<file path="config.mk">
export PLATFORM = sky130hd
export DESIGN_NAME = gb_cpu_alu16_seq
export DESIGN_NICKNAME = d
export VERILOG_FILES = /design/src/rtl/gb_cpu_alu16_seq.sv
export SDC_FILE = /design/constraint.sdc
export NUM_CORES = 1
export LEC_CHECK = 0
export ABC_AREA = 1
export ABC_CLOCK_PERIOD_IN_PS = 2900
export BUFFER_PORTS_ARGS = -buffer_cell sky130_fd_sc_hd__buf_2
export CAP_MARGIN = 30
export CORE_MARGIN = 2
export CORE_UTILIZATION = 53
export CTS_CLUSTER_DIAMETER = 50
export DETAILED_ROUTE_END_ITERATION = 8
export PLACE_DENSITY_LB_ADDON = 0.25
export SYNTH_ARGS = -nofsm -noshare
export SYNTH_HDL_FRONTEND = slang
export SYNTH_SLANG_ARGS = --single-unit
</file>
<file path="constraint.sdc">
create_clock -name clk -period 2.9 [get_ports clk]
set_clock_uncertainty 0.15 [all_clocks]
set_input_delay 0.29 -clock clk [delete_from_list [all_inputs] [get_ports clk]]
set_output_delay 0.29 -clock clk [all_outputs]
set_load 0.05 [all_outputs]
</file>
<file path="src/rtl/gb_cpu_alu16_seq.sv">
// 16-bit ADD/INC/DEC sequencer for the SM83 core: runs the shared 8-bit ALU
// over two cycles (low byte, then high byte with carry) and registers result and flags.
package gb_cpu_alu16_pkg;
    typedef struct packed {
        logic z;
        logic n;
        logic h;
        logic c;
    } alu_flags_t;

    typedef enum logic [2:0] {
        ALU_NOP = 3'd0,
        ALU_ADD = 3'd1,
        ALU_ADC = 3'd2,
        ALU_SUB = 3'd3,
        ALU_SBC = 3'd4
    } alu_op_t;

    typedef struct packed {
        alu_op_t    op;
        logic [7:0] a;
        logic [7:0] b;
    } alu_instruction_t;
endpackage

module gb_cpu_alu16_seq
    import gb_cpu_alu16_pkg::*;
(
    input  logic             clk,
    input  logic             reset,
    input  logic             start,
    input  logic [1:0]       op,
    input  logic [15:0]      operand_a,
    input  logic [15:0]      operand_b,
    input  alu_flags_t       flags_i,
    output alu_instruction_t alu_instr_o,
    output alu_flags_t       alu_flags_o,
    input  logic [7:0]       alu_out_i,
    input  alu_flags_t       alu_flags_i,
    output logic             busy,
    output logic             done,
    output logic [15:0]      result,
    output alu_flags_t       flags_o
);
    typedef enum logic [1:0] {
        S_IDLE = 2'd0,
        S_LO   = 2'd1,
        S_HI   = 2'd2,
        S_FIN  = 2'd3
    } state_t;

    localparam logic [1:0] OP_ADD16   = 2'b00;
    localparam logic [1:0] OP_ADDSPE8 = 2'b01;
    localparam logic [1:0] OP_INC16   = 2'b10;
    localparam logic [1:0] OP_DEC16   = 2'b11;

    state_t           state_q, state_d;
    logic [1:0]       op_q, op_d;
    logic [15:0]      a_q, a_d;
    logic [15:0]      b_q, b_d;
    alu_flags_t       fcap_q, fcap_d;
    logic [7:0]       res_lo_q, res_lo_d;
    logic             h_lo_q, h_lo_d;
    logic             c_lo_q, c_lo_d;
    logic [15:0]      result_q, result_d;
    alu_flags_t       flags_q, flags_d;
    logic             busy_q, busy_d;
    logic             done_q, done_d;
    alu_instruction_t alu_instr_s;
    alu_flags_t       alu_flags_s;
    logic             unused_s;

    // Next-state, operand capture and ALU drive for each byte phase.
    always_comb begin
        state_d            = state_q;
        op_d               = op_q;
        a_d                = a_q;
        b_d                = b_q;
        fcap_d             = fcap_q;
        res_lo_d           = res_lo_q;
        h_lo_d             = h_lo_q;
        c_lo_d             = c_lo_q;
        result_d           = result_q;
        flags_d            = flags_q;
        busy_d             = 1'b0;
        done_d             = 1'b0;
        alu_instr_s.op     = ALU_NOP;
        alu_instr_s.a      = 8'h00;
        alu_instr_s.b      = 8'h00;
        alu_flags_s        = 4'b0000;
        case (state_q)
            S_IDLE: begin
                if (start) begin
                    state_d = S_LO;
                    op_d    = op;
                    a_d     = operand_a;
                    b_d     = operand_b;
                    fcap_d  = flags_i;
                    busy_d  = 1'b1;
                end else begin
                    state_d = S_IDLE;
                end
            end
            S_LO: begin
                alu_flags_s   = fcap_q;
                alu_flags_s.c = 1'b0;
                alu_instr_s.a = a_q[7:0];
                case (op_q)
                    OP_ADD16, OP_ADDSPE8: begin
                        alu_instr_s.op = ALU_ADD;
                        alu_instr_s.b  = b_q[7:0];
                    end
                    OP_INC16: begin
                        alu_instr_s.op = ALU_ADD;
                        alu_instr_s.b  = 8'h01;
                    end
                    default: begin
                        alu_instr_s.op = ALU_SUB;
                        alu_instr_s.b  = 8'h01;
                    end
                endcase
                res_lo_d = alu_out_i;
                h_lo_d   = alu_flags_i.h;
                c_lo_d   = alu_flags_i.c;
                state_d  = S_HI;
                busy_d   = 1'b1;
            end
            S_HI: begin
                alu_flags_s   = fcap_q;
                alu_flags_s.c = c_lo_q;
                alu_instr_s.a = a_q[15:8];
                case (op_q)
                    OP_ADD16: begin
                        alu_instr_s.op = ALU_ADC;
                        alu_instr_s.b  = b_q[15:8];
                        flags_d.z      = fcap_q.z;
                        flags_d.n      = 1'b0;
                        flags_d.h      = alu_flags_i.h;
                        flags_d.c      = alu_flags_i.c;
                    end
                    OP_ADDSPE8: begin
                        // e8 is signed: the high byte adds its sign extension
                        alu_instr_s.op = ALU_ADC;
                        alu_instr_s.b  = {8{b_q[7]}};
                        flags_d.z      = 1'b0;
                        flags_d.n      = 1'b0;
                        flags_d.h      = h_lo_q;
                        flags_d.c      = c_lo_q;
                    end
                    OP_INC16: begin
                        alu_instr_s.op = ALU_ADC;
                        alu_instr_s.b  = 8'h00;
                        flags_d        = fcap_q;
                    end
                    default: begin
                        alu_instr_s.op = ALU_SBC;
                        alu_instr_s.b  = 8'h00;
                        flags_d        = fcap_q;
                    end
                endcase
                result_d = {alu_out_i, res_lo_q};
                state_d  = S_FIN;
                done_d   = 1'b1;
            end
            S_FIN: begin
                state_d = S_IDLE;
            end
            default: begin
                state_d = S_IDLE;
            end
        endcase
    end

    // State and datapath registers with synchronous reset.
    always_ff @(posedge clk) begin
        if (reset) begin
            state_q  <= S_IDLE;
            op_q     <= 2'b00;
            a_q      <= 16'h0000;
            b_q      <= 16'h0000;
            fcap_q   <= 4'b0000;
            res_lo_q <= 8'h00;
            h_lo_q   <= 1'b0;
            c_lo_q   <= 1'b0;
            result_q <= 16'h0000;
            flags_q  <= 4'b0000;
            busy_q   <= 1'b0;
            done_q   <= 1'b0;
        end else begin
            state_q  <= state_d;
            op_q     <= op_d;
            a_q      <= a_d;
            b_q      <= b_d;
            fcap_q   <= fcap_d;
            res_lo_q <= res_lo_d;
            h_lo_q   <= h_lo_d;
            c_lo_q   <= c_lo_d;
            result_q <= result_d;
            flags_q  <= flags_d;
            busy_q   <= busy_d;
            done_q   <= done_d;
        end
    end

    assign alu_instr_o = alu_instr_s;
    assign alu_flags_o = alu_flags_s;
    assign busy        = busy_q;
    assign done        = done_q;
    assign result      = result_q;
    assign flags_o     = flags_q;
    assign unused_s    = ^{alu_flags_i.z, alu_flags_i.n};
endmodule

</file>
==> flow_summary.toml <==
[placement]
portBuffers = 95
hpwl_mm = 4.70
place_inst = 556
gp_congestion = 0.797

[sta]
relSlewSlack_pct = 40.5
fin_crit_sh_pct = 87.3
tightestPinTransition_ps = 891
drv_slew = 0
min_period_ps = 2530
hold_viol = 0
setup-tns-final_ps = 0
fmax_mhz = 395
rsz0062_at_grt = "no"
setup_violations = 0

[worst_setup_path]
critical_path.max_fanout = 6
cp.required_ps = 2460
cp-end-kind = "output port"
crit_type = "flop to output port"
regToRegEndpoint = "fcap_q[1]"
cpMostUsedCell = "nand2_1"
slowest_stage = "nor2_1"
path_cells = "inv_1 > ha_1 > nand2_1 > nor2_1 > nand2_1 > nand2_1 > buf_2"
crit_arrival_ps = 2090
r2r-start = "state_q[0]"
r2r_cells = 6
crit_path_max_incr_delay_ps = 400
reg2reg_setup_slack_ps = 890
worst_setup_path_start_kind = "flop"

[synthesis]
synth_top_area_share_pct = 49.5
ys_seq_area_share_pct = 49.5
netlist_area_um2 = 2910
synth_area_per_cell_um2 = 7.09
ys_ff_latch = 72
synthTopCellsByArea = "dfxtp_1, nor2_1, nand2_1, o21ai_0, o21ai_1"
netlist_instances = 411
synth_area_leader_cell = "dfxtp_1"
syn_nets = 467
ys_warn_count = 0
yosysUniqueCellTypes = 19

[clock_tree]
numCtsBuffers = 9
cts_tree = "done"
cts_hold_buf = 0
clk_path_buf_depth = 2
clk_pin_slew_ps = 70
ctsResizeCount = 0
ctsHtreeMaxLevel = 3
cts_sinks = 72
cts-root-buf = "clkbuf_8"
clkLatencyLatePin_ps = 330
cts_setup_buffers = 0

[power_and_ir_drop]
leakagePower_nw = 1.84
vdd_drop_max_mv = 0.461
p_per_area_nw_per_um2 = 706
power.total_mw = 2.49

[worst_hold_path]
hp-start = "alu_out_i[2]"
worstHoldPathType = "input port to flop"
worst_hold_path.num_cells = 3
hold_path_end = "res_lo_q[2]"

[routing]
vias = 2831
dr.pass1.iters = 4
drc = 0
viasPerCell = 4.95
routed_wirelength_mm = 7.01
wl_per_cell_um = 12.2
antenna_left = 0
drtIter0Drc = 176

[status]
status = "completed"

[final_layout]
multi_input_area_um2 = 1260
stdcell_count = 572
drive_gt1_share_pct = 23.3
fillers = 492
final_net_count = 553
diodes = 0
area_delta_synth_final_pct = 20.9
seqCellArea_um2 = 1440

[global_routing]
grt_pass1_vias = 2613
grtUsageMet3_pct = 4.37
grt_overflow = 0
grt_use_met2_pct = 41.0
grt_antenna_before_repair = 0
grtUsageTotal_pct = 23.4
busiest_layer = "met2"
grt_first_pass_wirelength_mm = 11.4
grt_max_degree = 67
met1_usage_pct = 27.0

[floorplan]
die-area_um2 = 6110
top_level_ports = 98
start_util_pct = 56.0
die_height_um = 78.1
fp.dieW_um = 78.1
rows = 26
core_area_um2 = 5200

[run]
max_cap_viol_count = 0
-- state kept, by name, summed over array words and instances (netlist names) --
register,count
fcap_q,4
op_q,2
state_q,2
a_q,16
result,16
busy,1
done,1
b_q,16
h_lo_q,1
flags_o,4
res_lo_q,8
c_lo_q,1
-- cell usage in the layout, fill, tap and decap left out --
cell type	instances
inv_2	4
nor2_2	2
dfxtp_1	72
o21ai_1	28
inv_1	10
clkinv_1	1
clkinv_4	1
ha_1	3
o22ai_1	1
o21ai_0	40
nand3_1	4
nand2_1	79
clkinv_2	1
nor2_1	137
clkbuf_8	11
clkbuf_1	3
buf_4	3
buf_2	95
a21oi_1	7
-- critical path: cells and delay by family, from the launching register on --
family / cells / cell delay (ps)
flip-flops: 1 / 350
buffers and inverters: 2 / 320
adder cells (fa/ha/maj): 1 / 380
AND/OR/NAND/NOR: 4 / 700
-- synthesized netlist by cell type --
cell      count
buf_4         4
nor2_2        2
inv_1        10
dfxtp_1      72
clkbuf_1      7
nor2_1      137
a21oi_1       7
buf_2         4
inv_2         4
clkbuf_2      1
buf_6         6
o21ai_0      40
clkinv_1      1
buf_1         1
o21ai_1      28
o22ai_1       1
nand3_1       4
nand2_1      79
ha_1          3
-- per-layer routing --
layer | wire [um] | vias up
met5 | 0 | -
met4 | 146 | 0
met3 | 342 | 12
met2 | 3350 | 77
met1 | 3170 | 1284
li1 | - | 1458
-- layout make-up --
cell class,count,share of cell area [%]
clock buffers,14,4.62
well taps,70,2.49
clock inverters,2,0.391
inverters,15,1.60
flip-flops and latches,72,40.9
repair buffers,98,14.1
multi-input cells,301,35.8
-- stage by stage --
step / setup slack, ps / utilization (%) / hold slack (ps) / cell area [um2]
floorplan: 334 / - / 209 / 2910
global placement: 843 / 64.3 / 292 / 3350
detailed placement: 744 / 64.3 / 297 / 3350
CTS: 384 / 67.7 / 29.2 / 3520
global route: 185 / 67.7 / 44.3 / 3520
finish: 369 / 67.7 / 41.9 / 3520
-- kinds of logic after synthesis --
family                   after synthesis  synth area share [%]
AND/OR/NAND/NOR                      222                  29.0
AO/OA/AOI/OAI                         76                  13.1
flip-flops                            72                  49.5
buffers and inverters                 38                  7.17
adder cells (fa/ha/maj)                3                  1.29
-- power breakdown --
| part | switching, mW | internal, mW | total (mW) |
|---|---|---|---|
| clock network | 0.347 | 0.359 | 0.706 |
| logic | 0.436 | 0.166 | 0.602 |
| registers | 0.0686 | 1.11 | 1.18 |
-- worst max path at each step --
| stage | start | end |
|---|---|---|
| final | state_q[0] | alu_instr_o[2] |
| after global routing | state_q[0] | alu_instr_o[6] |
| after CTS | state_q[0] | alu_instr_o[2] |
| after detailed placement | state_q[0] | alu_instr_o[2] |
| after global placement | state_q[0] | alu_instr_o[3] |
| after floorplan | state_q[1] | alu_instr_o[17] |
No activity file was read; power rests on OpenSTA's default activity.
